File: config.mk
export PLATFORM = sky130hd
export DESIGN_NAME = imem_load_controller
export DESIGN_NICKNAME = d
export VERILOG_FILES = /design/src/rtl/imem_ctrl_pkg.sv /design/src/rtl/imem_word_assembler.sv /design/src/rtl/imem_load_controller.sv
export SDC_FILE = /design/constraint.sdc
export NUM_CORES = 1
export LEC_CHECK = 0
export BUFFER_PORTS_ARGS = -buffer_cell sky130_fd_sc_hd__buf_4
export CORE_ASPECT_RATIO = 1.75
export CORE_MARGIN = 2
export CORE_UTILIZATION = 53
export DETAILED_ROUTE_END_ITERATION = 16
export PLACE_DENSITY_LB_ADDON = 0.05
export SYNTH_ARGS = -nofsm -noshare
export SYNTH_HDL_FRONTEND = slang
export SYNTH_SLANG_ARGS = --single-unit
File: constraint.sdc
create_clock -name i_clk -period 1.9 [get_ports i_clk]
set_input_delay 0.19 -clock i_clk [delete_from_list [all_inputs] [get_ports i_clk]]
set_output_delay 0.19 -clock i_clk [all_outputs]
set_load 0.005 [all_outputs]
File: src/rtl/imem_ctrl_pkg.sv
// Shared types and constants for the instruction-memory load controller.
// Optional feature macro: IMEM_LOAD_CHECKSUM_EN (adds an 8-bit byte checksum output).
package imem_ctrl_pkg;

  typedef enum logic [2:0] {
    ST_IDLE     = 3'd0,
    ST_ASSEMBLE = 3'd1,
    ST_WRITE    = 3'd2,
    ST_DONE     = 3'd3,
    ST_ERROR    = 3'd4
  } state_t;

  localparam int          BYTES_PER_WORD    = 4;
  localparam int          BYTE_CNT_W        = 2;
  localparam logic [31:0] DEFAULT_HALT_WORD = 32'hFFFF_FFFF;

  // States in which the fetch stage owns the memory address port.
  function automatic logic is_fetch_owner(state_t s);
    return (s == ST_IDLE) || (s == ST_DONE) || (s == ST_ERROR);
  endfunction

endpackage

File: src/rtl/imem_word_assembler.sv
// Big-endian byte-to-word assembler: shifts accepted bytes in MSB first and
// pulses o_word_valid in the cycle the last byte of a word is accepted.
module imem_word_assembler
  import imem_ctrl_pkg::*;
#(
  parameter int DATA_LENGTH = 32
) (
  input  logic                   i_clk,
  input  logic                   i_rst_n,
  input  logic                   i_clear,
  input  logic                   i_accept,
  input  logic [7:0]             i_byte,
  output logic [DATA_LENGTH-1:0] o_word,
  output logic                   o_word_valid
);

  logic [BYTE_CNT_W-1:0] byte_cnt;

  // Shift register and byte counter; the counter wraps to 0 after the last byte.
  always_ff @(posedge i_clk or negedge i_rst_n) begin
    // NOTE: sequential state uses non-blocking assignments so every register
    // samples pre-edge values, independent of statement order.
    if (!i_rst_n) begin
      byte_cnt <= '0;
      o_word   <= '0;
    end else if (i_clear) begin
      byte_cnt <= '0;
      o_word   <= '0;
    end else if (i_accept) begin
      byte_cnt <= byte_cnt + 1'b1;
      o_word   <= {o_word[DATA_LENGTH-9:0], i_byte};
    end
  end

  assign o_word_valid = i_accept && (byte_cnt == BYTE_CNT_W'(BYTES_PER_WORD - 1));

endmodule

File: src/rtl/imem_load_controller.sv
// Instruction-memory port arbiter: loads a byte stream from the debug unit as
// big-endian words until the HALT word is stored, otherwise passes the fetch
// PC through as a word index.
// Optional feature macro: IMEM_LOAD_CHECKSUM_EN adds o_checksum, the mod-256
// sum of all bytes accepted since the last load start.
module imem_load_controller
  import imem_ctrl_pkg::*;
#(
  parameter int                     MEM_SIZE    = 1024,
  parameter int                     ADDR_LENGTH = 32,
  parameter int                     DATA_LENGTH = 32,
  parameter logic [DATA_LENGTH-1:0] HALT_WORD   = DEFAULT_HALT_WORD
) (
  input  logic                   i_clk,
  input  logic                   i_rst_n,
  input  logic                   i_load_start,
  input  logic                   i_byte_valid,
  input  logic [7:0]             i_byte,
  output logic                   o_byte_ready,
  input  logic                   i_fetch_req,
  input  logic [ADDR_LENGTH-1:0] i_fetch_addr,
  output logic                   o_fetch_grant,
  output logic [ADDR_LENGTH-1:0] o_mem_addr,
  output logic                   o_mem_we,
  output logic [DATA_LENGTH-1:0] o_mem_wdata,
  output logic                   o_load_busy,
  output logic                   o_load_done,
  output logic                   o_load_err,
  output logic [ADDR_LENGTH-1:0] o_word_count
`ifdef IMEM_LOAD_CHECKSUM_EN
  ,
  output logic [7:0]             o_checksum
`endif
);

  state_t                 state;
  state_t                 state_next;
  logic [ADDR_LENGTH-1:0] word_ptr;
  logic [ADDR_LENGTH-1:0] word_count;
  logic                   load_done;
  logic                   load_err;
  logic [DATA_LENGTH-1:0] asm_word;
  logic                   asm_word_valid;
  logic                   start_accept;
  logic                   byte_accept;
  logic                   word_is_halt;
  logic                   ptr_at_end;
  logic [ADDR_LENGTH-1:0] fetch_word;
  logic [ADDR_LENGTH-1:0] fetch_index;
  logic                   fetch_req_unused;

  // The fetch request is a handshake/statistics signal; it never gates the address.
  assign fetch_req_unused = i_fetch_req;

  // A start pulse only counts while the fetch stage owns the memory.
  assign start_accept = i_load_start && is_fetch_owner(state);
  assign byte_accept  = i_byte_valid && (state == ST_ASSEMBLE);
  assign word_is_halt = (asm_word == HALT_WORD);
  assign ptr_at_end   = (word_ptr == ADDR_LENGTH'(MEM_SIZE - 1));

  imem_word_assembler #(
    .DATA_LENGTH (DATA_LENGTH)
  ) u_assembler (
    .i_clk        (i_clk),
    .i_rst_n      (i_rst_n),
    .i_clear      (start_accept),
    .i_accept     (byte_accept),
    .i_byte       (i_byte),
    .o_word       (asm_word),
    .o_word_valid (asm_word_valid)
  );

  // State register.
  always_ff @(posedge i_clk or negedge i_rst_n) begin
    if (!i_rst_n) state <= ST_IDLE;
    else          state <= state_next;
  end

  // Next-state logic.
  always_comb begin
    // NOTE: assigning the default first guarantees every path drives
    // state_next, so no latch is inferred.
    state_next = state;
    case (state)
      ST_IDLE, ST_DONE, ST_ERROR: begin
        if (i_load_start) state_next = ST_ASSEMBLE;
      end
      ST_ASSEMBLE: begin
        if (asm_word_valid) state_next = ST_WRITE;
      end
      ST_WRITE: begin
        if (word_is_halt)    state_next = ST_DONE;
        else if (ptr_at_end) state_next = ST_ERROR;
        else                 state_next = ST_ASSEMBLE;
      end
      default: state_next = ST_IDLE;
    endcase
  end

  // Word pointer, word counter and sticky completion flags.
  always_ff @(posedge i_clk or negedge i_rst_n) begin
    if (!i_rst_n) begin
      word_ptr   <= '0;
      word_count <= '0;
      load_done  <= 1'b0;
      load_err   <= 1'b0;
    end else if (start_accept) begin
      word_ptr   <= '0;
      word_count <= '0;
      load_done  <= 1'b0;
      load_err   <= 1'b0;
    end else if (state == ST_WRITE) begin
      word_count <= word_count + 1'b1;
      if (word_is_halt)    load_done <= 1'b1;
      else if (ptr_at_end) load_err  <= 1'b1;
      else                 word_ptr  <= word_ptr + 1'b1;
    end
  end

`ifdef IMEM_LOAD_CHECKSUM_EN
  // Running mod-256 sum of accepted bytes; held once the load has ended.
  always_ff @(posedge i_clk or negedge i_rst_n) begin
    if (!i_rst_n)          o_checksum <= '0;
    else if (start_accept) o_checksum <= '0;
    else if (byte_accept)  o_checksum <= o_checksum + i_byte;
  end
`endif

  // Fetch path: byte PC to word index, wrapped to the memory depth.
  assign fetch_word  = i_fetch_addr >> 2;
  assign fetch_index = fetch_word % ADDR_LENGTH'(MEM_SIZE);

  assign o_fetch_grant = is_fetch_owner(state);
  assign o_mem_addr    = o_fetch_grant ? fetch_index : word_ptr;
  assign o_mem_we      = (state == ST_WRITE);
  assign o_mem_wdata   = asm_word;
  assign o_byte_ready  = (state == ST_ASSEMBLE);
  assign o_load_busy   = (state == ST_ASSEMBLE) || (state == ST_WRITE);
  assign o_load_done   = load_done;
  assign o_load_err    = load_err;
  assign o_word_count  = word_count;

endmodule

==> out/results.txt <==
Outcome - finished with violations
Failing checks - negative setup slack
Crit path DAT - 2.23 ns
Grt total ovfl - 0
Final Skew - 0.00753 ns
Latest clock arrival within the worst-skew pair - 0.34 ns
Leak - 3.97 nW
Routed WL - 17,000 um
Netlist cell types - 59
Nets@finish - 864
Critical Path, Cell by Cell - nor4_1, nand4_1, buf_4, nor3_4, buf_12, nor2_2, a311oi_2
Slew Limit Fails - 0
Area of the multi-input gates - 3060 um^2
RePlAce Congestion - 0.925
WL per Instance - 17.9 um
CP max stage delay - 0.39 ns
Starting DRC count in detailed routing - 301
Clock sink total - 103
Initial antenna violation count - 0
Die height - 139 um
CP max-delay cell - dfrtp_1
Synth Register Bits - 103
Die X-Extent - 81.3 um
GRT Total Usage - 29.1%
PortBufs - 123
Max IR drop VDD - 0.833 mV
Clk slew on worst S/H paths - 0.07 ns
# Max-Cap Violations - 0
Worst Slack Setup Final - -0.0832 ns
Ant. Diodes - 0
Worst setup path class - reg2reg
Setup-failing EPs final - 21
Max clock buf depth - 2
CTS tree - yes
Core area - 10,200 um^2
DIE AREA - 11,300 um^2
Pin count of the biggest net entering global routing - 42
Final worst-path cycle share - 104%
Vias - 5,611
Layout area overhead - 47.6%
Post-synthesis cell count - 594
Register area - 2580 um^2
Num ports - 147
Yosys warnings - 0
EDFF count, synth - 0
# DRC - 0
Startpoint Class - register
Syn_nets - 642
Num CTS Buffers - 9
P per Cell Area - 957 nW/um^2
Starting Density - 54.1%
Tot Pwr - 0.00783 W
Slew HR - 63.1%
RSZ-0062 raised after global routing - true
Most used DFF post-synth - dfrtp_1
TritonRoute pass-1 iters - 5
Critical path peak fanout - 15
Layout cells sized above 1 - 39.1%
Async S/R FF share, synth - 100%
# rows - 49
First-pass GRT wire length - 25,800 um
Clock root buffer - clkbuf_16
CP required - 2.15 ns
Sequential share of the synthesized area - 46.5%
Vias per inst - 5.92
# H-tree levels - 3
Share of the synthesized area in the top cell type - 46.5%
Syn Std Cell Area - 5540 um^2
Vias in the first global route - 5,424
Fill cells - 664
Worst-Margin Slew - 0.554 ns
CP endpoint kind - register
Fin. Hold Viols - 0
Post-route ant nets - 0
Hold slack final - 0.0834 ns
Syn Area/Cell - 9.33 um^2
Dpl hpwl - 11,200 um
Hold Crit Class - in2reg
FMAX - 0.504 GHz
Yosys top cell by area - dfrtp_1
Fin crit period - 1.98 ns
Ranking of synthesized cells by area - dfrtp_1, nand2_1, a21oi_1
==> layer usage <==
layer / vias up / GRT usage (%) / share of wire (%)
met5: - / 0 / 0
met2: 230 / 50.6 / 54
met1: 2761 / 33.5 / 37
met4: 0 / 14.5 / 4.2
met3: 57 / 4.54 / 4.7
li1: 2563 / - / -
==> path summary, 6_finish.rpt <==
kind                                  start                     to  slack (ns)  depth (start not counted)
setup / recovery               word_ptr[12]            word_ptr[4]       -0.08                          7
hold / removal                    i_byte[5]  u_assembler.o_word[5]        0.08                          3
setup reg to reg               word_ptr[12]            word_ptr[4]       -0.08                          7
hold reg to reg            o_word_count[31]       o_word_count[31]        0.50                          1
max in group asynchronous           i_rst_n  u_assembler.o_word[5]        0.93                          3
min in group asynchronous           i_rst_n            word_ptr[9]        0.37                          2
==> cell usage in the layout (no fill, tap or decap), types with 5 or more instances in the layout <==
master / instances
buf_4: 208
nand2_1: 105
dfrtp_1: 103
nor2_1: 44
a21oi_1: 44
and3_1: 26
xnor2_1: 24
nand4_1: 23
nand3_1: 22
buf_6: 19
xor2_1: 12
mux2i_1: 12
nand2b_1: 11
clkbuf_16: 11
buf_12: 11
mux2_4: 9
nor3_1: 9
inv_1: 7
nor4_1: 7
and4_1: 5
o41ai_1: 5
==> flip-flops by register name, indices dropped and copies added (netlist names) <==
signal,flops
o_word_count,32
u_assembler.o_word,32
word_ptr,32
state,3
u_assembler.byte_cnt,2
o_load_done,1
o_load_err,1
==> synthesized netlist by cell type, types with 6 or more instances <==
master    instances
nand3_1          22
inv_1             7
nor2_1           48
a21oi_1          47
mux2_2            9
nor4_1            9
or3_1             6
and4_1            9
clkbuf_1         14
buf_2            17
mux2i_1          12
nand4_1          23
xor2_1           12
and3_1           29
nand2_1         106
nor3_1            9
nand2b_1         11
dfrtp_1         103
xnor2_1          24
==> worst max-delay path: cells and delay by family, from the launching register on <==
family,cells,cell delay [ns]
and+or+nand+nor,4,0.90
DFF,1,0.39
buffers and inverters,2,0.37
AOI/OAI and AO/OA,1,0.21
==> where the power goes <==
group          internal (W)  switching (W)
Sequential          0.00251       0.000244
Combinational       0.00172        0.00163
Clock              0.000896       0.000829
==> area by class of cell <==
cell class | count | area share, %
flip-flops and latches | 103 | 31.5
repair buffers | 243 | 25.5
inverters | 7 | 0.321
clock buffers | 12 | 2.89
well taps | 127 | 1.94
multi-input cells | 452 | 37.5
clock inverters | 4 | 0.398
==> through the flow <==
step	area [um^2]	util [%]	TNS (ns)	worst slack (ns)	instances
finish	8180	79.9	-0.918	-0.0832	948
global route	8180	79.9	-3.07	-0.199	948
CTS	7740	75.6	-0.386	-0.0473	927
detailed placement	7230	70.6	-0.135	-0.0686	899
global placement	7230	70.6	0	0.00795	899
floorplan	5540	-	0	0.118	594
==> logic make-up after synthesis <==
kind of cell	Yosys count	synth area share (%)
and+or+nand+nor	305	29.3
DFF	103	46.5
AOI/OAI and AO/OA	85	10.4
buffers and inverters	41	3.43
xor gates and xnor gates	36	5.69
muxes	21	3.99
adders and majority gates	3	0.677
==> repair_timing <==
action	4_1_cts	5_1_grt
buffers inserted	10	20
gates cloned	1	3
hold buffers	1	0
pin swaps	7	17
gates resized for setup	29	58
endpoints found under the hold margin	35	0
endpoints found under the setup margin	36	66
(Power assumes the default switching activity.)
